[config.mk]
export PLATFORM = sky130hd
export DESIGN_NAME = rv32_multicycle_ctrl
export DESIGN_NICKNAME = d
export VERILOG_FILES = /design/src/rtl/rv32_multicycle_ctrl.sv
export SDC_FILE = /design/constraint.sdc
export NUM_CORES = 1
export LEC_CHECK = 0
export ABC_AREA = 1
export CAP_MARGIN = 25
export CORE_AREA = 3 3 142 117
export DETAILED_ROUTE_END_ITERATION = 10
export DIE_AREA = 0 0 145 120
export GPL_TIMING_DRIVEN = 0
export PLACE_DENSITY = 0.86
export SLEW_MARGIN = 10
export SYNTH_ARGS = -nofsm -noshare
export SYNTH_HDL_FRONTEND = slang
export SYNTH_SLANG_ARGS = --single-unit
[constraint.sdc]
create_clock -name clk -period 3.11 [get_ports clk]
set_input_delay 0.622 -clock clk [delete_from_list [all_inputs] [get_ports clk]]
set_output_delay 0.622 -clock clk [all_outputs]
set_load 0.02 [all_outputs]
[src/rtl/rv32_multicycle_ctrl.sv]
// Multi-cycle RV32I control FSM (OP, OP-IMM, BRANCH) owning PC, IR, imem handshake and sticky trap.
// Optional retired-instruction counter enabled by defining CTRL_INSTRET_EN.
module rv32_multicycle_ctrl #(
  parameter logic [31:0] RESET_PC     = 32'h0000_0000,
  parameter int          IMEM_TIMEOUT = 16
) (
  input  logic        clk,
  input  logic        rst,
  output logic        imem_req,
  output logic [31:0] imem_addr,
  input  logic        imem_ack,
  input  logic [31:0] imem_rdata,
  output logic [31:0] ir,
  output logic        dec_en,
  input  logic        invalid_instruction,
  input  logic [31:0] alu_result,
  input  logic        branch_taken,
  output logic        rf_we,
  output logic [4:0]  rf_waddr,
  output logic [31:0] rf_wdata,
  output logic [31:0] pc,
  output logic        trap,
  output logic [1:0]  trap_cause,
  output logic [31:0] instret
);

  // state     | meaning
  // S_FETCH   | imem request outstanding, waiting for ack or timeout
  // S_DECODE  | opcode legality check on latched IR
  // S_EXECUTE | sample ALU / branch comparator
  // S_WRITEBACK | register-file write strobe, advance PC
  // S_TRAP    | sticky fault, left only through rst
  typedef enum logic [2:0] {
    S_FETCH, S_DECODE, S_EXECUTE, S_WRITEBACK, S_TRAP
  } state_e;

  localparam int CW = $clog2(IMEM_TIMEOUT);
  localparam logic [CW-1:0] TO_LAST = CW'(IMEM_TIMEOUT - 1);

  localparam logic [4:0] OPC_OP     = 5'b01100;
  localparam logic [4:0] OPC_OP_IMM = 5'b00100;
  localparam logic [4:0] OPC_BRANCH = 5'b11000;

  state_e        state_q, state_d;
  logic [31:0]   pc_q, pc_d;
  logic [31:0]   ir_q, ir_d;
  logic          rf_we_q, rf_we_d;
  logic [4:0]    rf_waddr_q, rf_waddr_d;
  logic [31:0]   rf_wdata_q, rf_wdata_d;
  logic          trap_q, trap_d;
  logic [1:0]    cause_q, cause_d;
  logic [CW-1:0] cnt_q, cnt_d;

  logic [4:0]  opc;
  logic [31:0] br_imm;
  logic [31:0] br_target;
  logic        br_misaligned;

  assign opc           = ir_q[6:2];
  assign br_imm        = {{19{ir_q[31]}}, ir_q[31], ir_q[7], ir_q[30:25], ir_q[11:8], 1'b0};
  assign br_target     = pc_q + br_imm;
  assign br_misaligned = branch_taken && (br_target[1:0] != 2'b00);

  always_ff @(posedge clk) begin
    if (rst) begin
      state_q    <= S_FETCH;
      pc_q       <= RESET_PC;
      ir_q       <= '0;
      rf_we_q    <= 1'b0;
      rf_waddr_q <= '0;
      rf_wdata_q <= '0;
      trap_q     <= 1'b0;
      cause_q    <= '0;
      cnt_q      <= '0;
    end else begin
      state_q    <= state_d;
      pc_q       <= pc_d;
      ir_q       <= ir_d;
      rf_we_q    <= rf_we_d;
      rf_waddr_q <= rf_waddr_d;
      rf_wdata_q <= rf_wdata_d;
      trap_q     <= trap_d;
      cause_q    <= cause_d;
      cnt_q      <= cnt_d;
    end
  end

  always_comb begin
    state_d    = state_q;
    pc_d       = pc_q;
    ir_d       = ir_q;
    rf_we_d    = 1'b0;
    rf_waddr_d = rf_waddr_q;
    rf_wdata_d = rf_wdata_q;
    trap_d     = trap_q;
    cause_d    = cause_q;
    cnt_d      = cnt_q;
    case (state_q)
      S_FETCH: begin
        // an ack in the final allowed cycle takes priority over the timeout
        if (imem_ack) begin
          ir_d    = imem_rdata;
          cnt_d   = '0;
          state_d = S_DECODE;
        end else if (cnt_q == TO_LAST) begin
          trap_d  = 1'b1;
          cause_d = 2'b10;
          state_d = S_TRAP;
        end else begin
          cnt_d = cnt_q + 1'b1;
        end
      end
      S_DECODE: begin
        if (invalid_instruction || (ir_q[1:0] != 2'b11) ||
            !(opc inside {OPC_OP, OPC_OP_IMM, OPC_BRANCH})) begin
          trap_d  = 1'b1;
          cause_d = 2'b01;
          state_d = S_TRAP;
        end else begin
          state_d = S_EXECUTE;
        end
      end
      S_EXECUTE: begin
        if (opc == OPC_BRANCH) begin
          if (br_misaligned) begin
            trap_d  = 1'b1;
            cause_d = 2'b11;
            state_d = S_TRAP;
          end else begin
            pc_d    = branch_taken ? br_target : pc_q + 32'd4;
            state_d = S_FETCH;
          end
        end else begin
          rf_wdata_d = alu_result;
          rf_waddr_d = ir_q[11:7];
          rf_we_d    = (ir_q[11:7] != 5'd0);
          state_d    = S_WRITEBACK;
        end
      end
      S_WRITEBACK: begin
        pc_d    = pc_q + 32'd4;
        state_d = S_FETCH;
      end
      S_TRAP: begin
        state_d = S_TRAP;
      end
      default: begin
        state_d = S_TRAP;
      end
    endcase
  end

`ifdef CTRL_INSTRET_EN
  logic        retire;
  logic [31:0] instret_q;

  assign retire = (state_q == S_WRITEBACK) ||
                  ((state_q == S_EXECUTE) && (opc == OPC_BRANCH) && !br_misaligned);

  always_ff @(posedge clk) begin
    if (rst)         instret_q <= '0;
    else if (retire) instret_q <= instret_q + 32'd1;
  end

  assign instret = instret_q;
`else
  assign instret = 32'd0;
`endif

  assign imem_req   = (state_q == S_FETCH);
  assign imem_addr  = pc_q;
  assign dec_en     = (state_q == S_DECODE) || (state_q == S_EXECUTE);
  assign ir         = ir_q;
  assign pc         = pc_q;
  assign rf_we      = rf_we_q;
  assign rf_waddr   = rf_waddr_q;
  assign rf_wdata   = rf_wdata_q;
  assign trap       = trap_q;
  assign trap_cause = cause_q;

endmodule

==> results of run 1 <==
-- final cells by class --
type | instances | area, um2 | area share (%)
sequential | 111 | 2220 | 20.9
clock buffer | 9 | 225 | 2.11
inverter | 150 | 563 | 5.29
clock inverter | 7 | 88.8 | 0.834
tap | 215 | 269 | 2.53
buffer | 107 | 666 | 6.25
timing repair buffer | 205 | 2060 | 19.3
multi-input combinational | 930 | 4560 | 42.8
-- layer usage --
metal / up-vias / track usage (%) / share of wire, %
met2: 497 / 48.8 / 44
met1: 4167 / 42.8 / 42
met3: 47 / 7.78 / 11
met5: - / 0 / 0
met4: 0 / 7.95 / 2.0
li1: 4500 / - / -
-- sequential cells by signal, summed over array words and instances (netlist names) --
signal      count
cnt_q           4
imem_addr      31
ir             32
rf_waddr        5
rf_wdata       32
rf_we           1
state_q         3
trap            1
trap_cause      2
-- worst reg2reg max path, cell delays in order, from the launching register on --
cell,delay [ns]
dfxtp_1,0.47
ha_1,0.29
inv_1,0.07
fa_1,0.38
inv_1,0.12
nand3_1,0.08
nand3_1,0.29
nand2_1,0.09
nand2_1,0.14
nand2_1,0.10
nand2_1,0.19
nand2_1,0.10
nand3b_1,0.09
nand3_1,0.09
nand2_1,0.11
a21oi_1,0.06
-- cells in the final DEF (no fill, tap or decap), drive strengths merged, types with 8 or more instances in the layout --
cell type	n
nand3	101
conb	34
nand4	20
o21ai	79
clkdlybuf4s50	204
nor3	24
o21bai	8
nor2	161
buf	82
a21oi	112
inv	155
dfxtp	111
ha	32
clkbuf	35
nand2	318
-- stage by stage --
| step | instances | utilization [%] | setup slack, ns |
|---|---|---|---|
| 6_report | 1734 | 69.0 | 0.182 |
| 2_1_floorplan | 1298 | - | 0.891 |
| 3_3_place_gp | 1717 | 66.8 | 0.368 |
| 3_5_place_dp | 1717 | 66.8 | 0.341 |
| 4_1_cts | 1733 | 68.9 | 0.0710 |
| 5_1_grt | 1734 | 69.0 | 0.0291 |
-- power by group --
group | switching [mW] | internal, mW | leakage [nW] | total, mW
clock | 0.671 | 0.591 | 0.153 | 1.26
combinational | 0.352 | 0.269 | 3.71 | 0.621
sequential | 0.0391 | 1.46 | 0.900 | 1.50
total | 1.06 | 2.32 | 4.76 | 3.39
-- Yosys cell counts --
cell	instances	share of area, %
buf_4	65	6.2
nand4_1	19	1.5
o21ai_1	5	0.32
nand2_2	7	0.56
or2_2	3	0.24
a31oi_1	5	0.40
o21ai_0	74	4.7
nor2_4	9	1.3
a21oi_1	111	7.0
nand2_4	1	0.14
nand4_4	1	0.27
nor3_1	23	1.5
nand3_1	100	6.3
fa_1	1	0.25
nand3_4	1	0.22
o22ai_1	1	0.079
a21oi_2	1	0.11
o41ai_1	1	0.11
inv_2	8	0.38
xor2_1	4	0.44
o21a_1	2	0.19
o311ai_0	1	0.11
nor3_2	1	0.13
dfxtp_1	111	28
nor2_2	2	0.16
conb_1	1	0.048
and2_1	5	0.40
o21bai_1	8	0.76
nand2_1	310	15
a221oi_1	2	0.22
a311oi_1	2	0.22
and3_1	1	0.079
nor2_1	149	7.1
xnor2_1	2	0.22
buf_2	16	1.0
nor2_8	1	0.25
clkbuf_1	26	1.2
or2_0	2	0.16
nand3b_1	5	0.48
ha_1	32	5.1
o211ai_1	4	0.38
inv_1	142	6.8
-- path summary, 6_finish.rpt --
path	startpoint	to	slack, ns	depth (start not counted)
setup / recovery	state_q[1]	imem_req	0.18	6
hold / removal	ir[14]	ir[14]	0.47	2
setup reg to reg	ir[8]	imem_addr[31]	0.30	15
hold reg to reg	ir[14]	ir[14]	0.47	2
-- kinds of logic (layout without fill, tap and decap cells) --
family / Yosys count / count (layout) / synth area share [%]
XOR/XNOR: 6 / 6 / 0.667
adder cells (fa/ha/maj): 33 / 33 / 5.33
buffers and inverters: 257 / 478 / 15.6
flip-flops: 111 / 111 / 28.2
AO/OA/AOI/OAI: 217 / 217 / 14.6
AND/OR/NAND/NOR: 640 / 640 / 35.5
other: 1 / 34 / 0.0476
-- repair_timing --
action / in CTS / in global routing
setup endpoints to repair: 0 / 1
buffers inserted: 0 / 0
resized for setup: 0 / 1
hold buffers: 0 / 0
==> impl_metrics.ini, run 1 <==
[timing]
slew_headroom_pct = 50.0
fmax_ghz = 0.341
hold_viol = 0
worst_slew_pin_slew_ns = 0.751
slew_viol_final = 0
rsz0062_at_grt = false
finalSetupTns_ns = 0
skew_ns = 0.0117
setup_viol = 0
worst_hold_slack_ns = 0.466
finalCritPeriodShare_pct = 94.2
min_period_ns = 2.93

[clock_tree]
clk_pin_slew_ns = 0.09
clk_path_buf_depth = 2
root_buffer = clkbuf_16
cts_made_buffers = 9
cts_tree = yes
clock_sink_count = 111
htree_levels = 3
clkLatencyLatePin_ns = 0.37

[global_route]
grt_max_degree = 24
antenna_found_initial = 0
gr-total-overflow = 0
grt_pass1_wl_um = 43400
grt_pass1_vias = 8260
grt_usage_pct = 31.0

[status]
outcome = complete, no violations

[logic_synthesis]
synthCells = 1265
ys_warn_count = 0
synth.avg_cell_area_um2 = 6.23
ys_seq_elements = 111
synthDistinctLibCells = 42
ys_seq_area_share_pct = 28.2
synth_area_mm2 = 0.00788

[layout]
syn_to_final_growth_pct = 35.1
fillers = 1392
post-route-cell-area_mm2 = 0.0107
n_antenna_cell = 0
fin_nets = 1616
drive_gt1_share_pct = 8.82

[route]
ant_nets = 0
post_drt_wl_per_cell_um = 16.1
drc = 0
wl_um = 28000
via_count = 9211
drt_iter0_drc = 893
firstDrtPassIters = 5
viasPerCell = 5.31

[placed_design]
dpl_cell_area_mm2 = 0.0103
dp_hpwl_um = 22100
port_buffers = 204
place.gp.congestion = 1.01

[critical_path]
arrival_ns = 2.31
timing.critical_path.slowest_cell_delay_ns = 0.64
crit_path_end_kind = primary output
critPathRequiredTime_ns = 2.49
slowest_stage = clkdlybuf4s50_1
cp.buffers_inverters = 4
critPathKind = reg -> out
cp_max_fo = 10
path_cells = nor2_1, inv_1, nor2_2, buf_2, buf_2, clkdlybuf4s50_1
cp_common_cell = buf_2
startpoint_type = flip-flop
crit_family = buffers and inverters

[floorplanning]
io_pins = 240
design.core.area_mm2 = 0.0154
rows = 41
die_h_um = 120
dieArea_mm2 = 0.0174
start_util_pct = 51.1
die_w_um = 145

[pwr]
total_power_mw = 3.39
p_leak_nw = 4.76
vdd_drop_max_mv = 0.271
p_per_area_mw_per_mm2 = 318

[flow_run]
drv_cap = 0

[worst_hold_path]
hold_class = reg -> reg
Note: power is estimated with default switching activity, not from simulation.
==> inputs of run 2 (changes only) <==
- ABC_CLOCK_PERIOD_IN_PS: unset -> 3110
==> results of run 2 <==
No change in the layout: final DEF, timing and power equal those of run 1.
